`src/rtl/floppy_pkg.sv`:
```
// Shared types and helpers for the floppy drive-control core.
package floppy_pkg;

  typedef enum logic [1:0] {OFF, SPINUP, READY} spin_state_t;

  localparam logic [3:0] PH0 = 4'b0001;
  localparam logic [3:0] PH1 = 4'b0010;
  localparam logic [3:0] PH2 = 4'b0100;
  localparam logic [3:0] PH3 = 4'b1000;

  // Synchronised single-bit bus/sensor pins, kept together so one flop pair handles them all.
  typedef struct packed {
    logic step;
    logic dir;
    logic motor;
    logic dens;
    logic in_use;
    logic ind;
    logic t00;
    logic wpr;
    logic dsk;
  } pin_t;

  // Active-low sensors idle high so reset does not fabricate an index fall or write-protect.
  localparam pin_t PIN_IDLE = '{step: 1'b0, dir: 1'b0, motor: 1'b0, dens: 1'b0, in_use: 1'b0,
                                ind: 1'b1, t00: 1'b0, wpr: 1'b1, dsk: 1'b0};

  // Bits needed to hold values 0..v-1, never less than 1.
  function automatic int clog2(input int v);
    int r;
    r = 1;
    while ((64'(1) << r) < 64'(v)) r++;
    return r;
  endfunction

  function automatic logic [3:0] ph_pat(input logic [1:0] p);
    case (p)
      2'd0:    ph_pat = PH0;
      2'd1:    ph_pat = PH1;
      2'd2:    ph_pat = PH2;
      default: ph_pat = PH3;
    endcase
  endfunction

endpackage

```
`src/rtl/step_seq.sv`:
```
// Stepper sequencer: step edge capture, one-deep pending, busy timer, coil phase and bounded track count.
module step_seq
  import floppy_pkg::*;
#(
  parameter int NUM_TRACKS = 80,
  parameter int TRK_W      = 7,
  parameter int STEP_CYC   = 30000
) (
  input  logic             clk,
  input  logic             rst,
  input  logic             sel,
  input  logic             step_s,
  input  logic             dir,
  input  logic             t00,
  output logic [3:0]       step_drv,
  output logic [TRK_W-1:0] trk_count,
  output logic             step_busy,
  output logic             step_ovf
);
  localparam int CW = clog2(STEP_CYC);

  logic          step_q, pending;
  logic [1:0]    ph, ph_nxt;
  logic [CW-1:0] cnt;
  logic          rise, take, at_max, ignore, exec;

  assign rise   = step_s & ~step_q & sel;
  assign take   = ~step_busy & (pending | rise);
  assign at_max = (trk_count == TRK_W'(NUM_TRACKS - 1));
  assign ignore = dir ? t00 : at_max;
  assign exec   = take & ~ignore;
  assign ph_nxt = dir ? ph - 2'd1 : ph + 2'd1;

  always_ff @(posedge clk) begin
    if (!rst) begin
      step_q    <= 1'b0;
      pending   <= 1'b0;
      ph        <= 2'd0;
      cnt       <= '0;
      step_drv  <= 4'b0000;
      trk_count <= '0;
      step_busy <= 1'b0;
      step_ovf  <= 1'b0;
    end else begin
      step_q <= step_s;
      // A new edge arriving while the pending one executes takes its slot.
      if (take)
        pending <= pending & rise;
      else if (rise) begin
        if (pending) step_ovf <= 1'b1;
        else         pending  <= 1'b1;
      end
      if (exec) begin
        step_busy <= 1'b1;
        cnt       <= CW'(STEP_CYC - 1);
        ph        <= ph_nxt;
        step_drv  <= ph_pat(ph_nxt);
      end else if (step_busy) begin
        if (cnt == '0) step_busy <= 1'b0;
        else           cnt       <= cnt - 1'b1;
      end
      // Track-00 sensor is authoritative over any step in the same cycle.
      if (t00)
        trk_count <= '0;
      else if (exec) begin
        if (dir) trk_count <= (trk_count == '0) ? '0 : trk_count - 1'b1;
        else     trk_count <= trk_count + 1'b1;
      end
    end
  end

endmodule

```
`src/rtl/drive_ctrl.sv`:
```
// Floppy drive-control core: input sync, select gating, spindle/ready FSM, stepper via step_seq.
// Optional: define DRIVE_CTRL_MOTOR_HOLD_EN to keep the spindle running MOTOR_HOLD cycles after motor_on falls.
module drive_ctrl
  import floppy_pkg::*;
#(
  parameter int NUM_DRIVES = 4,
  parameter int DRIVE_NUM  = 1,
  parameter int NUM_TRACKS = 80,
  parameter int TRK_W      = 7,
  parameter int STEP_CYC   = 30000,
  parameter int SPINUP_IDX = 2,
  parameter int MOTOR_HOLD = 1000000
) (
  input  logic                  clk,
  input  logic                  rst,
  input  logic [NUM_DRIVES-1:0] drive_sel,
  input  logic                  motor_on,
  input  logic                  dens_sel,
  input  logic                  in_use,
  input  logic                  dir_sel,
  input  logic                  step,
  input  logic                  ind_sens,
  input  logic                  t00_sens,
  input  logic                  wpr_sens,
  input  logic                  dsk_sens,
  output logic                  index,
  output logic                  track_0,
  output logic                  wr_protect,
  output logic                  ready,
  output logic                  spin_en,
  output logic                  spin_ss,
  output logic [3:0]            step_drv,
  output logic                  head_load,
  output logic                  front_LED,
  output logic [TRK_W-1:0]      trk_count,
  output logic                  step_busy,
  output logic                  step_ovf
);
  localparam int IW = clog2(SPINUP_IDX + 1);

  logic [NUM_DRIVES-1:0] ds1, ds2;
  pin_t                  p_raw, p1, p2;
  logic                  ind_q, sel, ind_fall, motor_eff;
  spin_state_t           state, nxt;
  logic [IW-1:0]         idx_cnt, idx_nxt, idx_inc;

  assign p_raw = '{step: step, dir: dir_sel, motor: motor_on, dens: dens_sel, in_use: in_use,
                   ind: ind_sens, t00: t00_sens, wpr: wpr_sens, dsk: dsk_sens};

  always_ff @(posedge clk) begin
    if (!rst) begin
      ds1   <= '0;
      ds2   <= '0;
      p1    <= PIN_IDLE;
      p2    <= PIN_IDLE;
      ind_q <= 1'b1;
    end else begin
      ds1   <= drive_sel;
      ds2   <= ds1;
      p1    <= p_raw;
      p2    <= p1;
      ind_q <= p2.ind;
    end
  end

  assign sel      = ds2[DRIVE_NUM];
  assign ind_fall = ~p2.ind & ind_q;

`ifdef DRIVE_CTRL_MOTOR_HOLD_EN
  localparam int HW = clog2(MOTOR_HOLD + 1);
  logic [HW-1:0] hold_cnt;
  logic          motor_q;

  always_ff @(posedge clk) begin
    if (!rst) begin
      hold_cnt <= '0;
      motor_q  <= 1'b0;
    end else begin
      motor_q <= p2.motor;
      if (!p2.dsk)                  hold_cnt <= '0;
      else if (motor_q & ~p2.motor) hold_cnt <= HW'(MOTOR_HOLD);
      else if (hold_cnt != '0)      hold_cnt <= hold_cnt - 1'b1;
    end
  end

  // motor_q bridges the single cycle between the synced fall and the counter reload.
  assign motor_eff = p2.motor | motor_q | (hold_cnt != '0);
`else
  assign motor_eff = p2.motor;
`endif

  assign idx_inc = idx_cnt + 1'b1;

  always_comb begin
    nxt     = state;
    idx_nxt = idx_cnt;
    if (!(motor_eff & p2.dsk)) begin
      nxt     = OFF;
      idx_nxt = '0;
    end else begin
      case (state)
        OFF:    begin nxt = SPINUP; idx_nxt = '0; end
        SPINUP: if (ind_fall) begin
                  idx_nxt = idx_inc;
                  if (idx_inc == IW'(SPINUP_IDX)) nxt = READY;
                end
        default: nxt = READY;
      endcase
    end
  end

  always_ff @(posedge clk) begin
    if (!rst) begin
      state      <= OFF;
      idx_cnt    <= '0;
      index      <= 1'b0;
      track_0    <= 1'b0;
      wr_protect <= 1'b0;
      ready      <= 1'b0;
      spin_en    <= 1'b0;
      spin_ss    <= 1'b0;
      head_load  <= 1'b0;
      front_LED  <= 1'b0;
    end else begin
      state      <= nxt;
      idx_cnt    <= idx_nxt;
      index      <= ind_fall & sel;
      track_0    <= p2.t00 & sel;
      wr_protect <= ~p2.wpr & sel;
      ready      <= (nxt == READY) & sel;
      spin_en    <= (nxt != OFF);
      spin_ss    <= p2.dens;
      head_load  <= p2.in_use & sel;
      front_LED  <= (p2.in_use & sel) | (nxt != OFF);
    end
  end

  step_seq #(
    .NUM_TRACKS(NUM_TRACKS),
    .TRK_W     (TRK_W),
    .STEP_CYC  (STEP_CYC)
  ) u_step (
    .clk      (clk),
    .rst      (rst),
    .sel      (sel),
    .step_s   (p2.step),
    .dir      (p2.dir),
    .t00      (p2.t00),
    .step_drv (step_drv),
    .trk_count(trk_count),
    .step_busy(step_busy),
    .step_ovf (step_ovf)
  );

endmodule

```
`config.mk`:
```
export PLATFORM = sky130hd
export DESIGN_NAME = drive_ctrl
export DESIGN_NICKNAME = d
export VERILOG_FILES = /design/src/rtl/floppy_pkg.sv /design/src/rtl/step_seq.sv /design/src/rtl/drive_ctrl.sv
export SDC_FILE = /design/constraint.sdc
export NUM_CORES = 1
export LEC_CHECK = 0
export ABC_AREA = 1
export BUFFER_PORTS_ARGS = -buffer_cell sky130_fd_sc_hd__buf_4
export CAP_MARGIN = 20
export CORE_ASPECT_RATIO = 1.4
export CORE_MARGIN = 5
export CORE_UTILIZATION = 45
export DETAILED_ROUTE_END_ITERATION = 6
export SYNTH_ARGS = -nofsm -noshare
export SYNTH_HDL_FRONTEND = slang
export SYNTH_HIERARCHICAL = 1
export SYNTH_SLANG_ARGS = --single-unit
```
`constraint.sdc`:
```
create_clock -name clk -period 1.65 [get_ports clk]
set_clock_uncertainty 0.15 [all_clocks]
set_input_delay 0 -clock clk [delete_from_list [all_inputs] [get_ports clk]]
set_output_delay 0 -clock clk [all_outputs]
set_load 0.1 [all_outputs]
```
# Yosys cells after proc, flatten, opt, wreduce, memory -nomap -nowiden
# Cells that the tools add are included.
[totals]
register_bits = 67
in_bits = 15
output_inout_bits = 21
elab_cells = 110
[classes]
n_addsub = 6
n_eq_ne = 8
muxes = 19
n_bitwise = 22
reduce_logical = 15
[op_table]
columns = ["operator", "count"]
rows = [
  ["15-bit two-way mux", 3],
  ["15-bit zero test", 1],
  ["15-bit by 1-bit subtractor with 15-bit output, second input constant", 1],
  ["7-bit two-way mux", 2],
  ["1-bit AND", 12],
  ["4-bit one-hot mux with 3 select lines", 1],
  ["2-bit two-way mux", 5],
  ["1-bit inverter", 8],
  ["2-bit one-hot mux with 2 select lines", 2],
  ["2-bit AND reduction", 4],
  ["2-bit nonzero test", 4],
  ["7-bit by 1-bit adder with 7-bit output, second input constant", 1],
  ["7-bit equality test, second input constant", 1],
  ["7-bit zero test", 1],
  ["7-bit by 1-bit subtractor with 7-bit output, second input constant", 1],
  ["2-bit equality test, second input constant", 3],
  ["1-bit two-way mux", 6],
  ["2-bit by 1-bit adder with 2-bit output, second input constant", 2],
  ["2-bit by 1-bit equality test with 1-bit output, second input constant", 2],
  ["2-bit zero test", 2],
  ["2-bit OR reduction", 2],
  ["3-bit AND reduction", 1],
  ["2-bit by 1-bit != test with 1-bit output, second input constant", 1],
  ["2-bit != test, second input constant", 1],
  ["2 further kinds", 3],
]

# Longest topological paths before layout
# Gate-level depths: netlist of run 1.
[depth]
ltp_word = 8
ltp_mapped = 11
ltp_nobuf = 10

# Modules after synthesis
# The synthesis of run 1 kept the hierarchy.
[by_module_without_submodules]
columns = ["mod", "instances", "cells_each", "area_each_um2", "seq_area_each_um2"]
rows = [
  ["step_seq", 1, 291, 1881.8, 640.6],
  ["drive_ctrl", 1, 108, 1022.2, 660.6],
]

# Worst setup path after synthesis of run 1
# OpenSTA, ideal clock, no wires.
[synth_timing]
kind = "register -> register"
from = "register u_step.trk_count[1]"
to = "register u_step.trk_count[5]"
setup_time_ns = 0.120
arrival_time_ns = 2.116
required_ns = 1.380
setup_slack_ns = -0.736
path_stages_with_launch = 10
n_path_buf = 1
synth_period_minus_slack_ns = 2.386
path_cell_list = "dfxtp_1 > ha_1 > nand3_1 > nor2_1 > nand2_1 > nand2_2 > inv_2 > buf_6 > o21ai_0 > nor2_1"
[synth_between]
elab_chain_len = 4
elab_cells_between_ends = 9
classes_between = "add/sub (2); eq/ne (1); mux (3); bitwise (2); reduce/logical (1)"
[synth_lines]
columns = ["element", "line", "text"]
rows = [
  ["from (decl)", "step_seq.sv:16", "output logic [TRK_W-1:0] trk_count,"],
  ["from (signal assigned)", "step_seq.sv:66", "if (dir) trk_count <= (trk_count == '0) ? '0 : trk_count - 1'b1;"],
  ["from (signal assigned)", "step_seq.sv:67", "else trk_count <= trk_count + 1'b1;"],
  ["parallel branches: the longest is 4 deep, another holds 7-bit by 1-bit subtractor with 7-bit output", "--", ""],
]
# Parallel ways; which one is timed is not known.
# A chain may end at the register's enable or synchronous reset.

# Worst setup path in the final report of run 1
[layout_timing]
from = "register u_step.trk_count[1]"
to = "register u_step.cnt[6]"
[layout_between]
elab_chain_len = 5
[layout_lines]
columns = ["element", "line", "text"]
rows = [
  ["7-bit equality test", "step_seq.sv:29", "assign at_max = (trk_count == TRK_W'(NUM_TRACKS - 1));"],
  ["1-bit two-way mux", "step_seq.sv:30", "assign ignore = dir ? t00 : at_max;"],
  ["1-bit inverter", "step_seq.sv:31", "assign exec = take & ~ignore;"],
  ["1-bit AND", "step_seq.sv:31", ""],
  ["2-bit OR reduction (no line)", "--", ""],
  ["to (signal assigned)", "step_seq.sv:55", "cnt <= CW'(STEP_CYC - 1);"],
  ["to (signal assigned)", "step_seq.sv:60", "else cnt <= cnt - 1'b1;"],
  ["to (decl)", "step_seq.sv:24", "logic [CW-1:0] cnt;"],
]
# No other way between the ends.

==> results.py, run 1 <==
metrics = {
    "outcome": {
        "outcome": "completed",
    },
    "clock_tree": {
        "cts_htree_levels": 3,
        "path_clk_slew_ps": 70,
        "cell_at_the_root_of_the_clock_tree": "sky130_fd_sc_hd__clkbuf_8",
        "clk_latency_ps": 330,
        "ctsLongestPathBuffers": 2,
        "tritoncts": "built",
        "cts_buffers": 9,
        "cts.sinks": 65,
    },
    "cells_and_area": {
        "finalInstanceArea_um2": 3760,
        "layout.cells.most_common": "sky130_fd_sc_hd__nand2_1",
        "nFillCells": 565,
        "multi_input_area_um2": 1350,
        "most-common-layout-cells": "sky130_fd_sc_hd__nand2_1 (86), sky130_fd_sc_hd__inv_1 (63), sky130_fd_sc_hd__dfxtp_1 (57)",
        "diodes": 0,
        "post_route_cells_drive_above_1_share_pct": 24.1,
        "utilization_pct": 60.2,
        "area_growth_syn_to_layout_pct": 29.6,
        "count_of_non_filler_cells_in_the_finished_layout": 540,
        "nets": 487,
        "regArea_um2": 1330,
    },
    "detailed_routing": {
        "drtIter0Drc": 80,
        "post_drt_via_cell_ratio": 4.62,
        "detail_route.drc_violations": 0,
        "routed-via-count": 2496,
        "total_detailed_routing_wirelength_mm": 5.89,
        "first_pass_iters": 4,
        "detail-route-antenna-nets": 0,
        "drt-wirelength-per-cell_um": 10.9,
    },
    "place": {
        "gpl.final_weighted_congestion": 0.861,
        "detailed_place_hpwl_mm": 4.09,
        "dpl.cell_count": 511,
        "dpl-instance-area_um2": 3360,
        "worst_slack_at_placement_ps": 16.0,
        "placement.io_buffers": 32,
    },
    "sta": {
        "final-setup-viol-count": 0,
        "period_needed_ps": 1540,
        "max_clock_freq_ghz": 0.650,
        "report.final.slew_viol_count": 0,
        "rsz0062_at_grt": "yes",
        "postLayoutSetupSlackWorst_ps": 112,
        "timing.final.crit_share_pct": 93.2,
        "fin_hold_ws_ps": 236,
        "worst_tran_pin_value_ps": 374,
        "count_of_endpoints_failing_hold_in_the_final_timing_report": 0,
        "worst_slew_margin_rel_pct": 74.9,
    },
    "critical_path": {
        "critical_path.startpoint_type": "register",
        "rrSetupSlack_ps": 110,
        "crit_type": "register to register",
        "worst_ep_arrival_time_ps": 1650,
        "critical_path.max_fanout": 14,
        "rr_startpoint": "u_step/trk_count[1]$_SDFFE_PP0P_",
        "worstReg2RegEnd": "u_step/cnt[6]$_SDFFE_PP0P_",
        "worstRegToRegCells": 8,
        "worst_ep_required_time_ps": 1770,
        "critical_path.endpoint_type": "register",
    },
    "floorplan": {
        "area_of_the_core_um2": 6250,
        "die-width_um": 77.9,
        "fp-row-count": 34,
        "die_height_um": 105,
        "die_area_um2": 8180,
        "boundaryPins": 36,
        "starting_density_of_the_core_pct": 46.4,
    },
    "hold_path": {
        "hp-start": "p2[1]$_SDFF_PN1_",
        "worstHoldEndpoint": "wr_protect$_SDFF_PN0_",
        "class_of_the_worst_hold_path": "register to register",
        "worstHoldPathCells": 1,
    },
    "global_routing": {
        "globalRouteTotalUtil_pct": 15.4,
        "grt_remaining_overflow": 0,
        "grt_pass1_vias": 2328,
        "antenna_found_initial": 0,
        "largest_net_degree_at_the_start_of_global_routing": 36,
        "grt_first_pass_wirelength_mm": 10.3,
    },
    "yosys": {
        "fraction_of_the_mapped_netlist_area_in_compound_gates_pct": 7.97,
        "synthCells": 399,
        "synth_sequential_area_ratio_pct": 44.8,
        "ys_seq_elements": 65,
        "largest_family_of_logic_cells_by_synthesized_area": "simple AND/OR/NAND/NOR gates",
        "yosys.area_share.simple_pct": 29.8,
        "syn-cell-area_um2": 2900,
        "yosysWarningCount": 6,
        "postSynthNetCount": 423,
        "yosysUniqueCellTypes": 32,
        "yosys.area_share.xor_xnor_pct": 1.81,
        "post_synth_fa_ha_maj_area_fraction_pct": 3.88,
        "postSynthAreaPerCell_um2": 7.28,
        "muxShareOfSynthArea_pct": 0,
    },
    "flow_run": {
        "maxCapViolCount": 0,
    },
    "power_and_ir_drop": {
        "powerDensity_nw_per_um2": 852,
        "static-leakage-power_nw": 1.90,
        "ir_drop_mv": 0.996,
    },
}
## worst max path at each step
stage | startpoint | to | slack, ps | cells after the start
finish | u_step/trk_count[1]$_SDFFE_PP0P_ | u_step/cnt[6]$_SDFFE_PP0P_ | 110 | 8
global route | u_step/step_q$_SDFF_PN0_ | u_step/trk_count[2]$_SDFFE_PP0P_ | -30 | 8
CTS | u_step/step_q$_SDFF_PN0_ | u_step/trk_count[5]$_SDFFE_PP0P_ | 6 | 7
detailed placement | u_step/step_q$_SDFF_PN0_ | u_step/trk_count[5]$_SDFFE_PP0P_ | 20 | 7
global placement | u_step/cnt[0]$_SDFFE_PN0P_ | u_step/cnt[0]$_SDFFE_PN0P_ | 50 | 9
floorplan | u_step/trk_count[1]$_SDFFE_PP0P_ | u_step/trk_count[5]$_SDFFE_PP0P_ | -80 | 9
## where the power goes
group	internal, mW	switching (mW)
clock network	0.727	0.599
logic	0.120	0.155
registers	1.59	0.0134
total	2.44	0.768
## state kept, by name, summed over array words and instances (netlist names), 2 cells and up
register / flops
u_step/trk_count: 7
u_step/step_drv: 4
p2: 8
state: 2
p1: 9
u_step/cnt: 15
idx_cnt: 2
u_step/ph: 2
## metal layers
| layer | part of all wire [%] | vias up | global-route usage (%) |
|---|---|---|---|
| met2 | 52 | 36 | 27.1 |
| met1 | 43 | 1097 | 17.1 |
| li1 | - | 1356 | - |
| met5 | 0 | - | 0 |
| met4 | 1.4 | 0 | 5.80 |
| met3 | 3.6 | 7 | 4.65 |
## metrics by stage
stage / total power [mW] / setup TNS (ps)
finish: 3.21 / 0
global route: 3.37 / -53.6
global placement: 1.88 / 0
detailed placement: 1.88 / 0
CTS: 3.25 / 0
floorplan: 1.80 / -563
## timing repair
item                                    4_1_cts  5_1_grt
endpoints found under the setup margin        0       25
setup buffers                                 0        2
resized for setup                             0       21
endpoints found under the hold margin        20        0
hold buffers                                 11        0
## cell usage after synthesis, drive strengths merged
library cell / count / area, um^2
o211ai: 1 / 7.51
nand3b: 1 / 7.51
inv: 69 / 259
xnor2: 2 / 17.5
a21oi: 20 / 104
nor3: 4 / 20.0
clkbuf: 2 / 7.51
a31oi: 1 / 6.26
or2: 4 / 25.0
o21ai: 22 / 114
nor2: 62 / 259
nand2: 93 / 374
and3: 1 / 6.26
and2: 1 / 6.26
dfxtp: 65 / 1300
ha: 9 / 113
nand4: 8 / 50.1
xor2: 4 / 35.0
nand3: 21 / 105
buf: 8 / 73.8
nor3b: 1 / 12.5
## cell type report
cell class,instances,share of cell area (%)
clock buffers,12,4.69
clock inverters,4,0.831
flip-flops and latches,65,35.3
well taps,72,2.39
repair buffers,63,14.1
inverters,69,6.95
multi-input cells,255,35.8
## logic make-up after synthesis
| family | after synthesis |
|---|---|
| xor gates and xnor gates | 6 |
| AOI/OAI and AO/OA | 44 |
| and+or+nand+nor | 196 |
| adders and majority gates | 9 |
| DFF | 65 |
| buffers and inverters | 79 |
## critical path: stages, from the launching register on
cell and delay [ps]:
sky130_fd_sc_hd__dfxtp_4 380, sky130_fd_sc_hd__ha_4 140, sky130_fd_sc_hd__nand3_2 100, sky130_fd_sc_hd__nor2_1 110, sky130_fd_sc_hd__nand2_1 60, sky130_fd_sc_hd__nand2_2 140, sky130_fd_sc_hd__buf_12 150, sky130_fd_sc_hd__nand2_2 90
sky130_fd_sc_hd__nor3b_2 160
Power figures use the tool's default switching activity.
==> inputs of run 2 (changes only) <==
--- a/config.mk
+++ b/config.mk
@@ -6,12 +6,12 @@
 export NUM_CORES = 1
 export LEC_CHECK = 0
 export ABC_AREA = 1
-export BUFFER_PORTS_ARGS = -buffer_cell sky130_fd_sc_hd__buf_4
 export CAP_MARGIN = 20
 export CORE_ASPECT_RATIO = 1.4
-export CORE_MARGIN = 5
 export CORE_UTILIZATION = 45
 export DETAILED_ROUTE_END_ITERATION = 6
+export DONT_BUFFER_PORTS = 1
+export REMOVE_ABC_BUFFERS = 1
 export SYNTH_ARGS = -nofsm -noshare
 export SYNTH_HDL_FRONTEND = slang
 export SYNTH_HIERARCHICAL = 1
==> run 2 against run 1 <==
Against the previous run: count of clock-buffer cells in the layout fell by 3; critical path depth did not move; via count rose by 3.8%; sequential cell count did not move; non-clock buffer count rose by 8; sequential share of layout area fell by 1.4 points; critical endpoint is now u_step/trk_count[0]$_SDFFE_PP0P_; largest cell class unchanged; highest routed layer unchanged.
==> results.py, run 2 (same netlist as run 1, synthesis figures left out) <==
metrics = {
    "sta": {
        "timing.final.crit_share_pct": 94.4,
        "worst_slew_margin_rel_pct": 39.6,
        "worst_tran_pin_value_ps": 906,
        "report.final.slew_viol_count": 0,
        "max_clock_freq_ghz": 0.642,
        "postLayoutSetupSlackWorst_ps": 92.8,
        "period_needed_ps": 1560,
        "rsz0062_at_grt": "yes",
        "count_of_endpoints_failing_hold_in_the_final_timing_report": 0,
        "final-setup-viol-count": 0,
    },
    "floorplan": {
        "boundaryPins": 36,
        "starting_density_of_the_core_pct": 46.8,
        "area_of_the_core_um2": 6210,
        "die_height_um": 97.1,
        "die_area_um2": 6780,
        "die-width_um": 69.9,
        "fp-row-count": 34,
    },
    "critical_path": {
        "critical_path.max_fanout": 4,
        "crit_path_cell_trace": "buf_4 > inv_1 > ha_1 > nand4_1 > nor2_1 > a21oi_2 > o21ai_0 > nor2_1",
        "cpMostUsedCell": "sky130_fd_sc_hd__nor2_1",
        "crit_type": "register to register",
        "critical_path.startpoint_type": "register",
        "critical-path-top-delay-family": "flip-flops",
        "critical_path.endpoint_type": "register",
        "critical_path.slowest_cell": "sky130_fd_sc_hd__dfxtp_2",
        "worstPathBufferInverterCount": 2,
        "worst_ep_required_time_ps": 1780,
        "worst_ep_arrival_time_ps": 1680,
        "cp_slowest_stage_delay_ps": 330,
    },
    "place": {
        "dpl-instance-area_um2": 3240,
        "worst_slack_at_placement_ps": -6.63,
        "placement.io_buffers": 0,
        "gpl.final_weighted_congestion": 0.849,
        "detailed_place_hpwl_mm": 3.96,
        "dpl.cell_count": 504,
    },
    "cells_and_area": {
        "area_growth_syn_to_layout_pct": 32.4,
        "nets": 495,
        "post_route_cells_drive_above_1_share_pct": 21.4,
        "largestRegisters": "u_step/cnt x15, p1 x9, p2 x8",
        "utilization_pct": 61.9,
        "reg_with_most_ffs": "u_step/cnt",
        "count_of_non_filler_cells_in_the_finished_layout": 548,
        "finalInstanceArea_um2": 3840,
        "layout.cells.most_common": "sky130_fd_sc_hd__nand2_1",
        "largest_register_ff_count": 15,
        "diodes": 0,
        "most-common-layout-cells": "sky130_fd_sc_hd__nand2_1 (86), sky130_fd_sc_hd__inv_1 (62), sky130_fd_sc_hd__dfxtp_1 (62)",
    },
    "power_and_ir_drop": {
        "power_report.internal_total_mw": 2.44,
        "powerDensity_nw_per_um2": 859,
        "static-leakage-power_nw": 1.93,
        "clock_power_share_pct": 42.9,
        "seq_power_share_pct": 48.8,
        "switching_power_share_of_the_total_pct": 26.0,
        "ir_drop_mv": 0.571,
        "net_load_switching_power_mw": 0.859,
        "p_comb_share_pct": 8.3,
    },
    "detailed_routing": {
        "drtIter0Drc": 91,
        "detail_route.drc_violations": 0,
        "drt-wirelength-per-cell_um": 11.3,
        "first_pass_iters": 4,
        "detail-route-antenna-nets": 0,
        "routed-via-count": 2592,
        "post_drt_via_cell_ratio": 4.73,
        "total_detailed_routing_wirelength_mm": 6.21,
    },
    "global_routing": {
        "grt_first_pass_wirelength_mm": 10.4,
        "grt_met2_usage_pct": 34.0,
        "grt_pass1_vias": 2483,
        "largest_net_degree_at_the_start_of_global_routing": 23,
        "grt_util_met1_pct": 21.2,
        "globalRouteMet3Util_pct": 5.39,
        "antenna_found_initial": 0,
        "globalRoute.busiestLayer": "met2",
        "globalRouteTotalUtil_pct": 19.0,
        "grt_remaining_overflow": 0,
    },
    "hold_path": {
        "class_of_the_worst_hold_path": "input pin to register",
    },
    "clock_tree": {
        "cts_htree_levels": 3,
        "cts_buffers": 9,
        "cts.sinks": 65,
        "postCtsSetupBuffers": 0,
        "clk_latency_ps": 340,
        "tritoncts": "built",
        "cell_at_the_root_of_the_clock_tree": "sky130_fd_sc_hd__clkbuf_8",
        "ctsLongestPathBuffers": 2,
        "path_clk_slew_ps": 80,
    },
    "outcome": {
        "outcome": "completed",
    },
    "flow_run": {
        "maxCapViolCount": 0,
    },
}
run 2: changes by cell type in the layout (fill, tap and decap cells not counted), sizes merged:
cell,delta
buf,-7
bufinv,+1
clkbuf,-3
clkinv,-2
clkinvlp,+1
dlygate4sd3,+14
dlymetal6s4s,+1
inv,+3
run 2: final cells by class:
type                            instances  area (um^2)
Inverter                               69          262
Clock buffer                            9          124
Timing Repair Buffer                   71          633
Clock inverter                          7         83.8
Sequential cell                        65         1310
Fill cell                             545         2370
Tap cell                               72         90.1
Multi-Input combinational cell        255         1350
run 2: path summary, 6_finish.rpt:
kind,start,endpoint,slack [ps],cells past startpoint
setup / recovery,u_step/trk_count[0]$_SDFFE_PP0P_,u_step/trk_count[0]$_SDFFE_PP0P_,90,8
hold / removal,rst,u_step/cnt[4]$_SDFFE_PP0P_,20,4
setup reg to reg,u_step/trk_count[0]$_SDFFE_PP0P_,u_step/trk_count[0]$_SDFFE_PP0P_,90,8
hold reg to reg,p2[1]$_SDFF_PN1_,wr_protect$_SDFF_PN0_,250,1
run 2: power groups by stage:
stage	clock, mW	sequential [mW]	combinational (mW)
after floorplan	0	1.68	0.105
after global placement	0	1.65	0.189
after detailed placement	0	1.65	0.190
after CTS	1.45	1.61	0.261
after global routing	1.52	1.62	0.302
final	1.42	1.61	0.274
run 2: stage by stage:
stage          hold slack [ps]  TNS (ps)  total power, mW
2_1_floorplan            -81.3    -22230             1.79
3_5_place_dp             -69.2     -6.63             1.84
6_report                  24.3         0             3.30
4_1_cts                   24.6         0             3.32
3_3_place_gp             -71.4         0             1.84
5_1_grt                   43.7      -138             3.43
run 2: what timing repair did:
action                     CTS  global route
hold endpoints to repair    61             0
cloned                       0             0
gates resized for setup      1            28
setup endpoints to repair    2            29
hold buffers                28             0
pin swaps                    0             7
run 2: worst min-delay path: cells and delay by family:
family                 cells  cell delay [ps]
buffers and inverters      2              250
AOI/OAI and AO/OA          1               60
and+or+nand+nor            1              170
run 2: routing by layer:
layer | vias to the layer above | share of wire [%]
met1 | 1171 | 43
met2 | 43 | 52
met5 | - | 0
met3 | 8 | 3.5
met4 | 0 | 1.4
li1 | 1370 | -
